File: src/rtl/motor_cmd_sequencer_if.sv
// PS drive command bundle plus the sequencer outputs toward the steering mixer.
// master = command source / observer, slave = motor_cmd_sequencer.
interface motor_cmd_sequencer_if;
    logic       ps_valid;
    logic [6:0] ps_acc;
    logic [7:0] ps_ste;
    logic       btn_brk;
    logic [6:0] acc_out;
    logic [7:0] ste_out;
    logic       brk_out;
    logic       fault;
    logic [2:0] state;

    modport master (
        output ps_valid, ps_acc, ps_ste, btn_brk,
        input  acc_out, ste_out, brk_out, fault, state
    );

    modport slave (
        input  ps_valid, ps_acc, ps_ste, btn_brk,
        output acc_out, ste_out, brk_out, fault, state
    );
endinterface

File: src/rtl/motor_cmd_sequencer.sv
// Drive command sequencer: slew-limited accel, brake priority, command watchdog.
// Define SOFT_STOP_EN to ramp down on watchdog timeout instead of hard-braking.
module motor_cmd_sequencer #(
    parameter int RAMP_DIV  = 80,
    parameter int RAMP_STEP = 1,
    parameter int WDT_TICKS = 800,
    parameter int BRK_HOLD  = 400,
    parameter int ACC_MAX   = 100
) (
    input  logic                 clk_8_bufg,
    input  logic                 n_rst,
    motor_cmd_sequencer_if.slave bus
);
    localparam int DW = $clog2(RAMP_DIV + 1);
    localparam int WW = $clog2(WDT_TICKS + 1);
    localparam int HW = $clog2(BRK_HOLD + 1);
    localparam logic [DW-1:0] DIV_LAST  = DW'(RAMP_DIV - 1);
    localparam logic [WW-1:0] WDT_LAST  = WW'(WDT_TICKS - 1);
    localparam logic [HW-1:0] HOLD_LAST = HW'(BRK_HOLD - 1);
    localparam logic [6:0]    ACC_LIM   = 7'(ACC_MAX);
    localparam logic [6:0]    STEP      = 7'(RAMP_STEP);

    typedef enum logic [2:0] {
        S_IDLE  = 3'd0,
        S_RAMP  = 3'd1,
        S_HOLD  = 3'd2,
        S_BRAKE = 3'd3,
        S_FAULT = 3'd4
    } state_t;

    state_t        r_state;
    logic [6:0]    r_acc;
    logic [6:0]    r_target;
    logic [7:0]    r_ste;
    logic          r_brk;
    logic          r_fault;
    logic          r_sync1;
    logic          r_sync2;
    logic [DW-1:0] r_div;
    logic [WW-1:0] r_wdt;
    logic [HW-1:0] r_hold;

    logic [6:0]    w_cmd_acc;
    logic [6:0]    w_diff;
    logic [6:0]    w_step;
    logic [6:0]    w_acc_nxt;
    logic [WW-1:0] w_wdt_inc;
    logic          w_up;
    logic          w_active;
    logic          w_tmo;
    logic          w_latch;
    logic          w_land;
    logic          w_ss_exit;

    assign w_cmd_acc = (bus.ps_acc > ACC_LIM) ? ACC_LIM : bus.ps_acc;
    assign w_up      = r_target > r_acc;
    assign w_diff    = w_up ? r_target - r_acc : r_acc - r_target;
    assign w_step    = (w_diff < STEP) ? w_diff : STEP;
    assign w_acc_nxt = w_up ? r_acc + w_step : r_acc - w_step;
    assign w_wdt_inc = (r_wdt == WDT_LAST) ? r_wdt : r_wdt + 1'b1;

    // A soft-stop ramp (fault already set) is not watched and takes no commands.
    assign w_active = (r_state == S_RAMP || r_state == S_HOLD) && !r_fault;
    assign w_tmo    = w_active && !bus.ps_valid && (r_wdt == WDT_LAST);
    assign w_latch  = bus.ps_valid && !r_fault &&
                      (r_state == S_IDLE || r_state == S_RAMP ||
                       r_state == S_HOLD);
    assign w_land   = (r_acc == r_target) ||
                      (r_div == DIV_LAST && w_acc_nxt == r_target);

`ifdef SOFT_STOP_EN
    assign w_ss_exit = r_fault && bus.ps_valid && (bus.ps_acc == 7'd0);
`else
    assign w_ss_exit = 1'b0;
`endif

    always_ff @(posedge clk_8_bufg) begin
        if (!n_rst) begin
            r_state  <= S_IDLE;
            r_acc    <= '0;
            r_target <= '0;
            r_ste    <= '0;
            r_brk    <= 1'b0;
            r_fault  <= 1'b0;
            r_sync1  <= 1'b0;
            r_sync2  <= 1'b0;
            r_div    <= '0;
            r_wdt    <= '0;
            r_hold   <= '0;
        end else begin
            r_sync1 <= bus.btn_brk;
            r_sync2 <= r_sync1;
            if (r_sync2) begin
                r_state  <= S_BRAKE;
                r_acc    <= '0;
                r_ste    <= '0;
                r_brk    <= 1'b1;
                r_target <= '0;
                r_hold   <= '0;
                r_wdt    <= '0;
                r_div    <= '0;
            end else if (w_tmo) begin
                r_fault  <= 1'b1;
                r_target <= '0;
                r_wdt    <= '0;
`ifdef SOFT_STOP_EN
                r_state  <= S_RAMP;
                r_div    <= '0;
`else
                r_state  <= S_FAULT;
                r_acc    <= '0;
                r_ste    <= '0;
                r_brk    <= 1'b1;
`endif
            end else begin
                r_wdt <= w_active ? w_wdt_inc : '0;
                if (w_latch) begin
                    r_target <= w_cmd_acc;
                    r_ste    <= bus.ps_ste;
                    r_wdt    <= '0;
                    r_div    <= '0;
                end
                unique case (r_state)
                    S_IDLE: begin
                        if (w_latch && w_cmd_acc != 7'd0)
                            r_state <= S_RAMP;
                    end
                    S_HOLD: begin
                        if (w_latch && w_cmd_acc != r_acc)
                            r_state <= S_RAMP;
                    end
                    S_RAMP: begin
                        if (w_ss_exit) begin
                            r_state  <= S_IDLE;
                            r_fault  <= 1'b0;
                            r_acc    <= '0;
                            r_target <= '0;
                        end else if (!w_latch) begin
                            if (r_div == DIV_LAST) begin
                                r_acc <= w_acc_nxt;
                                r_div <= '0;
                            end else begin
                                r_div <= r_div + 1'b1;
                            end
                            if (w_land && r_fault) begin
                                r_state <= S_FAULT;
                                r_brk   <= 1'b1;
                                r_ste   <= '0;
                            end else if (w_land) begin
                                r_state <= (r_target != 7'd0) ? S_HOLD : S_IDLE;
                            end
                        end
                    end
                    S_BRAKE: begin
                        // A pending fault survives the brake and is re-entered.
                        if (r_hold == HOLD_LAST) begin
                            r_state <= r_fault ? S_FAULT : S_IDLE;
                            r_brk   <= r_fault;
                        end else begin
                            r_hold <= r_hold + 1'b1;
                        end
                    end
                    S_FAULT: begin
                        if (bus.ps_valid && bus.ps_acc == 7'd0) begin
                            r_state <= S_IDLE;
                            r_fault <= 1'b0;
                            r_brk   <= 1'b0;
                        end
                    end
                    default: r_state <= S_IDLE;
                endcase
            end
        end
    end

    assign bus.acc_out = r_acc;
    assign bus.ste_out = r_ste;
    assign bus.brk_out = r_brk;
    assign bus.fault   = r_fault;
    assign bus.state   = r_state;
endmodule

File: src/flat_wrapper.sv
// flat-port wrapper written by rule: the top's interface ports become plain ports
module motor_cmd_sequencer_flat 
#(
    parameter int RAMP_DIV  = 80,
    parameter int RAMP_STEP = 1,
    parameter int WDT_TICKS = 800,
    parameter int BRK_HOLD  = 400,
    parameter int ACC_MAX   = 100
)
  (clk_8_bufg, n_rst, bus_ps_valid, bus_ps_acc, bus_ps_ste, bus_btn_brk, bus_acc_out, bus_ste_out, bus_brk_out, bus_fault, bus_state);
  motor_cmd_sequencer_if bus_i ();
  input  logic clk_8_bufg;
  input  logic n_rst;
  input wire logic [$bits(bus_i.ps_valid)-1:0] bus_ps_valid;
  input wire logic [$bits(bus_i.ps_acc)-1:0] bus_ps_acc;
  input wire logic [$bits(bus_i.ps_ste)-1:0] bus_ps_ste;
  input wire logic [$bits(bus_i.btn_brk)-1:0] bus_btn_brk;
  output wire logic [$bits(bus_i.acc_out)-1:0] bus_acc_out;
  output wire logic [$bits(bus_i.ste_out)-1:0] bus_ste_out;
  output wire logic [$bits(bus_i.brk_out)-1:0] bus_brk_out;
  output wire logic [$bits(bus_i.fault)-1:0] bus_fault;
  output wire logic [$bits(bus_i.state)-1:0] bus_state;
  assign bus_i.ps_valid = bus_ps_valid;
  assign bus_i.ps_acc = bus_ps_acc;
  assign bus_i.ps_ste = bus_ps_ste;
  assign bus_i.btn_brk = bus_btn_brk;
  assign bus_acc_out = bus_i.acc_out;
  assign bus_ste_out = bus_i.ste_out;
  assign bus_brk_out = bus_i.brk_out;
  assign bus_fault = bus_i.fault;
  assign bus_state = bus_i.state;
  motor_cmd_sequencer #(.RAMP_DIV(RAMP_DIV), .RAMP_STEP(RAMP_STEP), .WDT_TICKS(WDT_TICKS), .BRK_HOLD(BRK_HOLD), .ACC_MAX(ACC_MAX)) u_core (.clk_8_bufg(clk_8_bufg), .n_rst(n_rst), .bus(bus_i));
endmodule
File: config.mk
export PLATFORM = sky130hd
export DESIGN_NAME = motor_cmd_sequencer_flat
export DESIGN_NICKNAME = d
export VERILOG_FILES = /design/src/rtl/motor_cmd_sequencer_if.sv /design/src/rtl/motor_cmd_sequencer.sv /design/src/flat_wrapper.sv
export SDC_FILE = /design/constraint.sdc
export NUM_CORES = 1
export LEC_CHECK = 0
export ABC_AREA = 1
export BUFFER_PORTS_ARGS = -buffer_cell sky130_fd_sc_hd__buf_2
export CAP_MARGIN = 20
export CORE_MARGIN = 1
export CORE_UTILIZATION = 55
export CTS_BUF_LIST = sky130_fd_sc_hd__clkbuf_4 sky130_fd_sc_hd__clkbuf_8
export DETAILED_ROUTE_END_ITERATION = 7
export GPL_TIMING_DRIVEN = 0
export PLACE_DENSITY = 0.72
export SLEW_MARGIN = 20
export SYNTH_ARGS = -nofsm -noshare
export SYNTH_HDL_FRONTEND = slang
export SYNTH_SLANG_ARGS = --single-unit
File: constraint.sdc
create_clock -name clk_8_bufg -period 10.6 [get_ports clk_8_bufg]
set_input_delay 3.18 -clock clk_8_bufg [delete_from_list [all_inputs] [get_ports clk_8_bufg]]
set_output_delay 3.18 -clock clk_8_bufg [all_outputs]
set_load 0.02 [all_outputs]
# == Yosys cells after proc, flatten, opt, wreduce, memory -nomap -nowiden ==
# Cells that the tools add are included.
# totals
ff_bits,55
wordCells,116
# op_classes
n_addsub,7
magnitude_cmp,3
eq_ne,23
mux,33
bitwise_logic,6
n_reduce_logical,32
# ops
op,n
$mux 7,8
$mux 8,4
$mux 3,9
$sub 7x7->7,3
$ne 4x2->1 const B,5
$pmux 3 s5,1
$eq 7x7->1,2
$reduce_bool 7->1,2
$reduce_and 6->1,2
$add 10x1->10 const B,1
$eq 10x10->1 const B,1
$logic_and 1x1->1,10
$add 9x1->9 const B,1
$eq 9x9->1 const B,1
$ne 3x2->1 const B,3
$reduce_and 3->1,3
$mux 1,8
$ne 4x1->1 const B,2
$add 7x1->7 const B,1
$add 7x7->7,1
$eq 7x7->1 const B,1
$gt 7x7->1,1
$gt 7x7->1 const B,1
$logic_not 7->1,1
19 further kinds,32

# == Depth between registers and ports, before layout ==
# Gate-level depths: netlist (run 1).
# depth
word_depth,15
mapped_depth,36
ltp_nobuf,36

# == Worst setup path before layout (run 1) ==
# No wires, ideal clock.
# synth_timing
kind,in2reg
start,input port bus_ps_acc[1]
end,register u_core.r_state[1] (netlist: u_core.bus.state[1])
arrival_time_ps,4379
path_slack_ps,6158
cell_stages,20
cell_sequence,inv_1 -> nand2_1 -> nand2_1 -> nand2_1 -> nand2_1 -> buf_2 -> nand2_1 -> nand2_1 -> nand2_1 -> nor2_1 -> nand3_1 -> nand2_1 -> nand2_1 -> nand2_1 -> nand2_1 -> nand2_1 -> nand2_1 -> nand2_1 -> nor2_1 -> nor2_1
# synth_via
elab_chain_cells,6
# synth_rtl
element,line,rtl
from (decl),flat_wrapper.sv:15,input wire logic [$bits(bus_i.ps_acc)-1:0] bus_ps_acc;
$gt 7x7->1,motor_cmd_sequencer.sv:55,assign w_cmd_acc = (bus.ps_acc > ACC_LIM) ? ACC_LIM : bus.ps_acc;
$mux 7,motor_cmd_sequencer.sv:55,
$ne 7x7->1 / $reduce_bool 7->1 (equally long branches),"motor_cmd_sequencer.sv:129, motor_cmd_sequencer.sv:125",
"$logic_and 1x1->1, on equally long branches","motor_cmd_sequencer.sv:129, motor_cmd_sequencer.sv:125",
$ne 4x2->1 (no source line),-,
$reduce_and 6->1 (no source line) (*),-,
to (signal assigned),motor_cmd_sequencer.sv:150,r_state <= (r_target != 7'd0) ? S_HOLD : S_IDLE;
to (signal assigned),motor_cmd_sequencer.sv:157,r_state <= r_fault ? S_FAULT : S_IDLE;
to (decl),motor_cmd_sequencer.sv:31,state_t r_state;
# Every way passes the cells marked *; elsewhere a longest branch is shown, timed or not.
# A chain may end at the register's enable or synchronous reset.

# == Final worst setup path (run 1) ==
# layout_timing
start,register u_core.r_acc[1] (netlist: u_core.bus.acc_out[1])
end,register u_core.r_state[2] (netlist: u_core.bus.state[2])
# layout_via
elab_chain_cells,14
# layout_rtl
element,line,rtl
from (decl),motor_cmd_sequencer.sv:32,logic [6:0] r_acc;
from (signal assigned),motor_cmd_sequencer.sv:140,r_acc <= w_acc_nxt;
$sub 7x7->7 / $gt 7x7->1 (equally long branches),"motor_cmd_sequencer.sv:57, motor_cmd_sequencer.sv:56",
$mux 7,motor_cmd_sequencer.sv:57,assign w_diff = w_up ? r_target - r_acc : r_acc - r_target;
$lt 7x1->1,motor_cmd_sequencer.sv:58,assign w_step = (w_diff < STEP) ? w_diff : STEP;
$mux 7,motor_cmd_sequencer.sv:58,
$sub 7x7->7 / $add 7x7->7 (equally long branches),motor_cmd_sequencer.sv:59,assign w_acc_nxt = w_up ? r_acc + w_step : r_acc - w_step;
$mux 7,motor_cmd_sequencer.sv:59,
$eq 7x7->1,motor_cmd_sequencer.sv:69,(r_div == DIV_LAST && w_acc_nxt == r_target);
$logic_and 1x1->1,motor_cmd_sequencer.sv:69,
$logic_or 1x1->1,motor_cmd_sequencer.sv:68,assign w_land = (r_acc == r_target) ||
$logic_and 1x1->1,motor_cmd_sequencer.sv:145,if (w_land && r_fault) begin
$mux 3,motor_cmd_sequencer.sv:145,
$mux 3,motor_cmd_sequencer.sv:138,end else if (!w_latch) begin
$pmux 3 s5,motor_cmd_sequencer.sv:123,unique case (r_state)
$mux 3,motor_cmd_sequencer.sv:102,end else if (w_tmo) begin
# Parallel ways exist; a longest one is shown, timed or not. The select of a mux whose other input is x is not followed.

==> results of run 1 <==
## state kept, by name, summed over array words and instances (netlist names)
name                flops
u_core.r_wdt           10
u_core.r_hold           9
u_core.bus.ste_out      8
u_core.bus.acc_out      7
u_core.r_div            7
u_core.r_target         7
u_core.bus.state        3
u_core.bus.brk_out      1
u_core.bus.fault        1
u_core.r_sync1          1
u_core.r_sync2          1
## metal layers
metal / wire (um) / global-route usage (%)
met5: 0 / 0
met4: 74 / 5.61
met3: 458 / 4.33
met2: 3990 / 41.3
met1: 4360 / 36.7
## report_power, final
group	total (W)	switching, W	internal, W
Sequential	0.000239	0.0000162	0.000223
Combinational	0.000338	0.000216	0.000122
Clock	0.000115	0.0000683	0.0000467
## metrics by stage
step	setup WS (ns)	util (%)	power [W]
finish	5.81	62.5	0.000692
global route	5.29	62.5	0.000756
CTS	5.85	62.5	0.000694
detailed placement	5.81	61.2	0.000579
global placement	5.85	61.2	0.000571
floorplan	6.16	-	0.000506
## layout make-up
class                      count  area share [%]
timing repair buffer          38            4.51
tap                           80            2.37
clock inverter                 3           0.445
sequential                    55            26.1
multi-input combinational    417            55.6
buffer                        10            1.63
clock buffer                   5            1.63
inverter                      87            7.77
## kinds of logic after synthesis
family | share of synthesized area, %
other cells | 0.0976
buf+inv | 10.3
xor+xnor | 3.19
simple gates | 36.5
flops | 28.7
fa+ha+maj | 9.05
compound gates | 12.2
## synthesized netlist by cell type, drive strengths merged
cell / number
nand2: 140
inv: 86
dfxtp: 55
nor2: 55
nand3: 51
a21oi: 50
ha: 23
o21ai: 20
nor3: 19
nand4: 12
buf: 9
xor2: 8
xnor2: 6
nor3b: 5
a211oi: 4
fa: 3
nand3b: 3
nor4: 3
or2: 3
a31oi: 2
o211ai: 2
o21bai: 2
a21boi: 1
a221oi: 1
a22o: 1
and3: 1
clkbuf: 1
clkinv: 1
conb: 1
o311ai: 1
## worst paths after layout
path | start | to | slack [ns] | cells after the start
worst max register to register | u_core.bus.acc_out[1] | u_core.bus.state[2] | 5.81 | 32
worst min register to register | u_core.r_sync1 | u_core.r_sync2 | 0.42 | 2
worst min-delay path | u_core.r_sync1 | u_core.r_sync2 | 0.42 | 2
worst max-delay path | u_core.bus.acc_out[1] | u_core.bus.state[2] | 5.81 | 32
## tightest hold or removal path: stages, from the launching register on
cell and delay [ns]:
dfxtp_1 0.31, nand2_1 0.05, inv_1 0.03
==> summary.txt, run 1 <==
Final layout
  – Area occupied by multi-input gates: 2340 um2
  – Fill cells: 651
  – Highest-count cells in the layout ignoring fill and taps: nand2_1, inv_1, dfxtp_1, nor2_1, a21oi_1
  – Fin area: 4220 um2
  – Area grow syn2layout: 9.83%
  – Layout net count: 659
  – Most common cell after layout, fill and taps aside: nand2_1
  – Share of post-route cells with drive strength above 1: 15.8%
  – Non-filler cells, final: 695
  – Seq. cell area: 1100 um2
  – # diodes: 0

Setup path
  – Worst path bufs/invs: 5
  – CP Launch Type: register
  – Slowest-stage cell, CP: dfxtp_1
  – Crit path max-delay family: simple AND/OR/NAND/NOR gates
  – Crit path largest cell delay: 0.56 ns
  – Maximum fanout along the worst path: 9
  – Critical path endpoint category: register
  – Cell mode on critical path: nand2_1
  – Crit Path Category: register to register
  – Crit path DAT: 5.04 ns
  – CP Data Required Time: 10.84 ns

Clocking
  – CTS tree: done
  – Post CTS Setup Buffer Count: 0
  – CTS clk-pin slew, worst paths: 0.10 ns
  – CTS sink count: 55
  – Max clock buf depth: 2
  – Root Buffer: clkbuf_8
  – Worst skew pair latency: 0.31 ns
  – Htree depth: 2
  – Cts repair resizes: 0
  – Post-CTS Hold Buffers: 0
  – Cts bufs inserted: 5

Logic synthesis
  – Top-area cell type share of the netlist area: 28.7%
  – Yosys warning count: 0
  – Syn Area/Cell: 6.75 um2
  – Main area contributors after synthesis: dfxtp_1, nand2_1, inv_1
  – Syn Nets: 614
  – FF+latch count, synth: 55
  – Post-synth cell types: 45
  – Top cell type by total area after synthesis: dfxtp_1
  – Post-synthesis sequential area ratio: 28.7%
  – Post-synthesis cell count: 569
  – Netlist Area Pre-Place: 3840 um2

Placement
  – Port buffer count: 38
  – Placed cells: 687
  – Placed Area: 4130 um2
  – Gpl congestion: 0.939
  – Hpwl dp: 7140 um

Die
  – # rows: 30
  – Die Ht: 85.6 um
  – Starting density of the core: 56.9%
  – Die width: 85.6 um
  – I/O pin count: 39
  – Core Footprint: 6760 um2
  – Die area: 7320 um2

STA
  – Slew Viols, Final: 0
  – # setup viols final: 0
  – RSZ-0062 raised after global routing: false
  – Worst hold-check slack: 0.420 ns
  – Worst relative slew slack: 59.4%
  – Fin Clk Skew: 0.00777 ns
  – F_max: 209 MHz
  – Setup Total Neg Slack: 0 ns
  – Tightest Pin Transition: 0.606 ns
  – Final period utilization: 45.2%
  – Minimum clock period: 4.79 ns
  – Final hold vios: 0

Routing
  – Pre-antenna DRT Iters: 4
  – DR WL/cell: 12.8 um
  – WL final: 8890 um
  – DR iter-0 viols: 192
  – Post-route DRC: 0
  – Routed via count: 3,717
  – Routed Antenna Nets: 0
  – Drt via density: 5.35

Global routing
  – Largest net degree at the start of global routing: 18
  – First-pass GRT wire length: 15,300 um
  – Grt ovf: 0
  – Antenna violations before repair: 0
  – Vias in the first global route: 3,336
  – GRT Total Usage: 25.8%

Worst hold path
  – Hold Path Class: register to register

Power and ir drop
  – Leak pwr: 1.92 nW
  – Pwr Density: 164 nW/um2
  – Max IR drop VDD: 0.105 mV

Outcome
  – Status: completed

Job
  – Reported max-cap violation count: 0
Power figures use the tool's default switching activity.
==> run 2: changes to the inputs <==
--- a/config.mk
+++ b/config.mk
@@ -13,7 +13,7 @@
 export CTS_BUF_LIST = sky130_fd_sc_hd__clkbuf_4 sky130_fd_sc_hd__clkbuf_8
 export DETAILED_ROUTE_END_ITERATION = 7
 export GPL_TIMING_DRIVEN = 0
-export PLACE_DENSITY = 0.72
+export PLACE_DENSITY = 0.75
 export SLEW_MARGIN = 20
 export SYNTH_ARGS = -nofsm -noshare
 export SYNTH_HDL_FRONTEND = slang
==> constraint.sdc (replaced) <==
create_clock -name clk_8_bufg -period 4.16 [get_ports clk_8_bufg]
set_input_delay 1.248 -clock clk_8_bufg [delete_from_list [all_inputs] [get_ports clk_8_bufg]]
set_output_delay 1.248 -clock clk_8_bufg [all_outputs]
set_load 0.02 [all_outputs]
==> run 2 against run 1 <==
- the run now ends with setup timing left
- die area stayed put
- clock skew is 0.0084 ns higher
- clock power grew to 2.6 times the previous value
- combinational power grew to 3.5 times the previous value
- global-route usage is 3.2 points higher
- sequential power grew to 2.6 times the previous value
- worst hold slack better by 0.0081 ns
- non-clock buffer count is 29 higher
- via count is 7.3% higher
- largest cell class unchanged
==> summary.txt, run 2 (synthesized netlist as in run 1, its figures left out) <==
Outcome
  – Status: finished with violations
  – Violated checks: setup timing

STA
  – Final WS setup: -0.130 ns
  – Slew Viols, Final: 0
  – # setup viols final: 13
  – Worst hold-check slack: 0.428 ns
  – RSZ-0062 raised after global routing: true
  – Minimum clock period: 4.29 ns
  – Worst relative slew slack: 54.2%
  – Final hold vios: 0
  – F_max: 233 MHz
  – Fin Clk Skew: 0.0162 ns
  – Final period utilization: 103%
  – Tightest Pin Transition: 0.683 ns

Placement
  – Gpl congestion: 0.900
  – Hpwl dp: 7200 um
  – Port buffer count: 38
  – Pre-CTS WS: -0.632 ns

Global routing
  – GRT Total Usage: 29.0%
  – Grt ovf: 0
  – Largest net degree at the start of global routing: 18
  – Antenna violations before repair: 0
  – First-pass GRT wire length: 17,000 um
  – Vias in the first global route: 3,746

Clocking
  – Cts bufs inserted: 5
  – Htree depth: 2
  – CTS tree: done
  – Root Buffer: clkbuf_8
  – Max clock buf depth: 2
  – Worst skew pair latency: 0.33 ns
  – CTS sink count: 55
  – Post-CTS Hold Buffers: 0
  – CTS clk-pin slew, worst paths: 0.11 ns

Routing
  – Post-route DRC: 0
  – Routed Antenna Nets: 0
  – Drt via density: 5.51
  – WL final: 10,200 um
  – Routed via count: 3,990
  – DR WL/cell: 14.2 um
  – Pre-antenna DRT Iters: 5
  – DR iter-0 viols: 197

Final layout
  – Biggest register: u_core.r_wdt
  – Area grow syn2layout: 22.1%
  – Most common cell after layout, fill and taps aside: nand2_1
  – Layout net count: 689
  – # diodes: 0
  – Share of post-route cells with drive strength above 1: 28.0%
  – Fill cells: 570
  – Highest-count cells in the layout ignoring fill and taps: nand2_1, inv_1, nor2_1, dfxtp_1
  – Fin util: 69.4%
  – Largest register FFs: 10

Die
  – I/O pin count: 39
  – Die width: 85.6 um
  – Die Ht: 85.6 um
  – Core Footprint: 6760 um2
  – Starting density of the core: 56.9%
  – # rows: 30
  – Die area: 7320 um2

Worst hold path
  – Hold Path Class: register to register

Power and ir drop
  – Pwr Density: 449 nW/um2
  – Max IR drop VDD: 0.225 mV
  – Leak pwr: 2.08 nW
  – Final total power: 0.00210 W

Setup path
  – Cell mode on critical path: nand2_1
  – Crit path largest cell delay: 0.43 ns
  – Crit Path Category: register to register
  – CP Data Required Time: 4.43 ns
  – Slowest-stage cell, CP: dfxtp_2
  – CP Launch Type: register
  – Crit path DAT: 4.56 ns
  – Maximum fanout along the worst path: 9
  – Critical path endpoint category: register

Job
  – Reported max-cap violation count: 0
==> run 2: cell types whose count changed in the layout (fill, tap and decap cells not counted), sizes merged <==
cell,previous run,this run
buf,47,76
clkinvlp,0,2
inv,87,86
clkinv,3,1
nand3,51,52
==> run 2: path summary, 6_finish.rpt <==
| path | depth (start not counted) | endpoint | from | slack [ns] |
|---|---|---|---|---|
| setup reg to reg | 34 | u_core.bus.brk_out | u_core.bus.acc_out[4] | -0.13 |
| hold reg to reg | 2 | u_core.r_sync2 | u_core.r_sync1 | 0.43 |
| hold / removal | 2 | u_core.r_sync2 | u_core.r_sync1 | 0.43 |
| setup / recovery | 34 | u_core.bus.brk_out | u_core.bus.acc_out[4] | -0.13 |
==> run 2: timing repair <==
action | in CTS | in global routing
setup buffers | 28 | 1
gates cloned | 1 | 0
setup endpoints to repair | 12 | 13
gates resized for setup | 60 | 15
endpoints found under the hold margin | 0 | 0
pin swaps | 29 | 24
==> run 2: layout make-up <==
cell class / count / area, um2 / share of cell area, %
buffer: 10 / 68.8 / 1.47
multi-input combinational: 418 / 2550 / 54.3
sequential: 55 / 1120 / 24.0
tap: 80 / 100 / 2.13
timing repair buffer: 67 / 430 / 9.18
clock inverter: 2 / 16.3 / 0.347
inverter: 87 / 334 / 7.12
clock buffer: 5 / 68.8 / 1.47
==> run 2: through the flow <==
stage / std cells / setup TNS, ns / area (um2)
after floorplan: 569 / 0 / 3840
after global placement: 687 / -5.92 / 4130
after detailed placement: 687 / -7.22 / 4130
after CTS: 723 / -1.38 / 4640
after global routing: 724 / -4.28 / 4690
final: 724 / -1.01 / 4690
==> run 2: critical path, delay by kind of cell (launching register included) <==
family | cells | cell delay [ns]
buffers and inverters | 7 | 0.78
adders and majority gates | 3 | 0.81
DFF | 1 | 0.43
xor gates and xnor gates | 1 | 0.15
and+or+nand+nor | 21 | 1.90
AOI/OAI and AO/OA | 2 | 0.15
==> run 2: metal layers <==
| metal | track usage [%] | up-vias | part of all wire, % |
|---|---|---|---|
| li1 | - | 1998 | - |
| met1 | 38.3 | 1846 | 46 |
| met2 | 48.6 | 127 | 47 |
| met3 | 6.06 | 19 | 5.9 |
| met4 | 7.27 | 0 | 1.8 |
| met5 | 0 | - | 0 |
==> run 2: power by group <==
part | internal, W | leakage (nW) | switching, W
sequential | 0.000567 | 0.453 | 0.0000433
clock | 0.000118 | 0.0406 | 0.000185
combinational | 0.000513 | 1.58 | 0.000678
total | 0.00120 | 2.08 | 0.000906
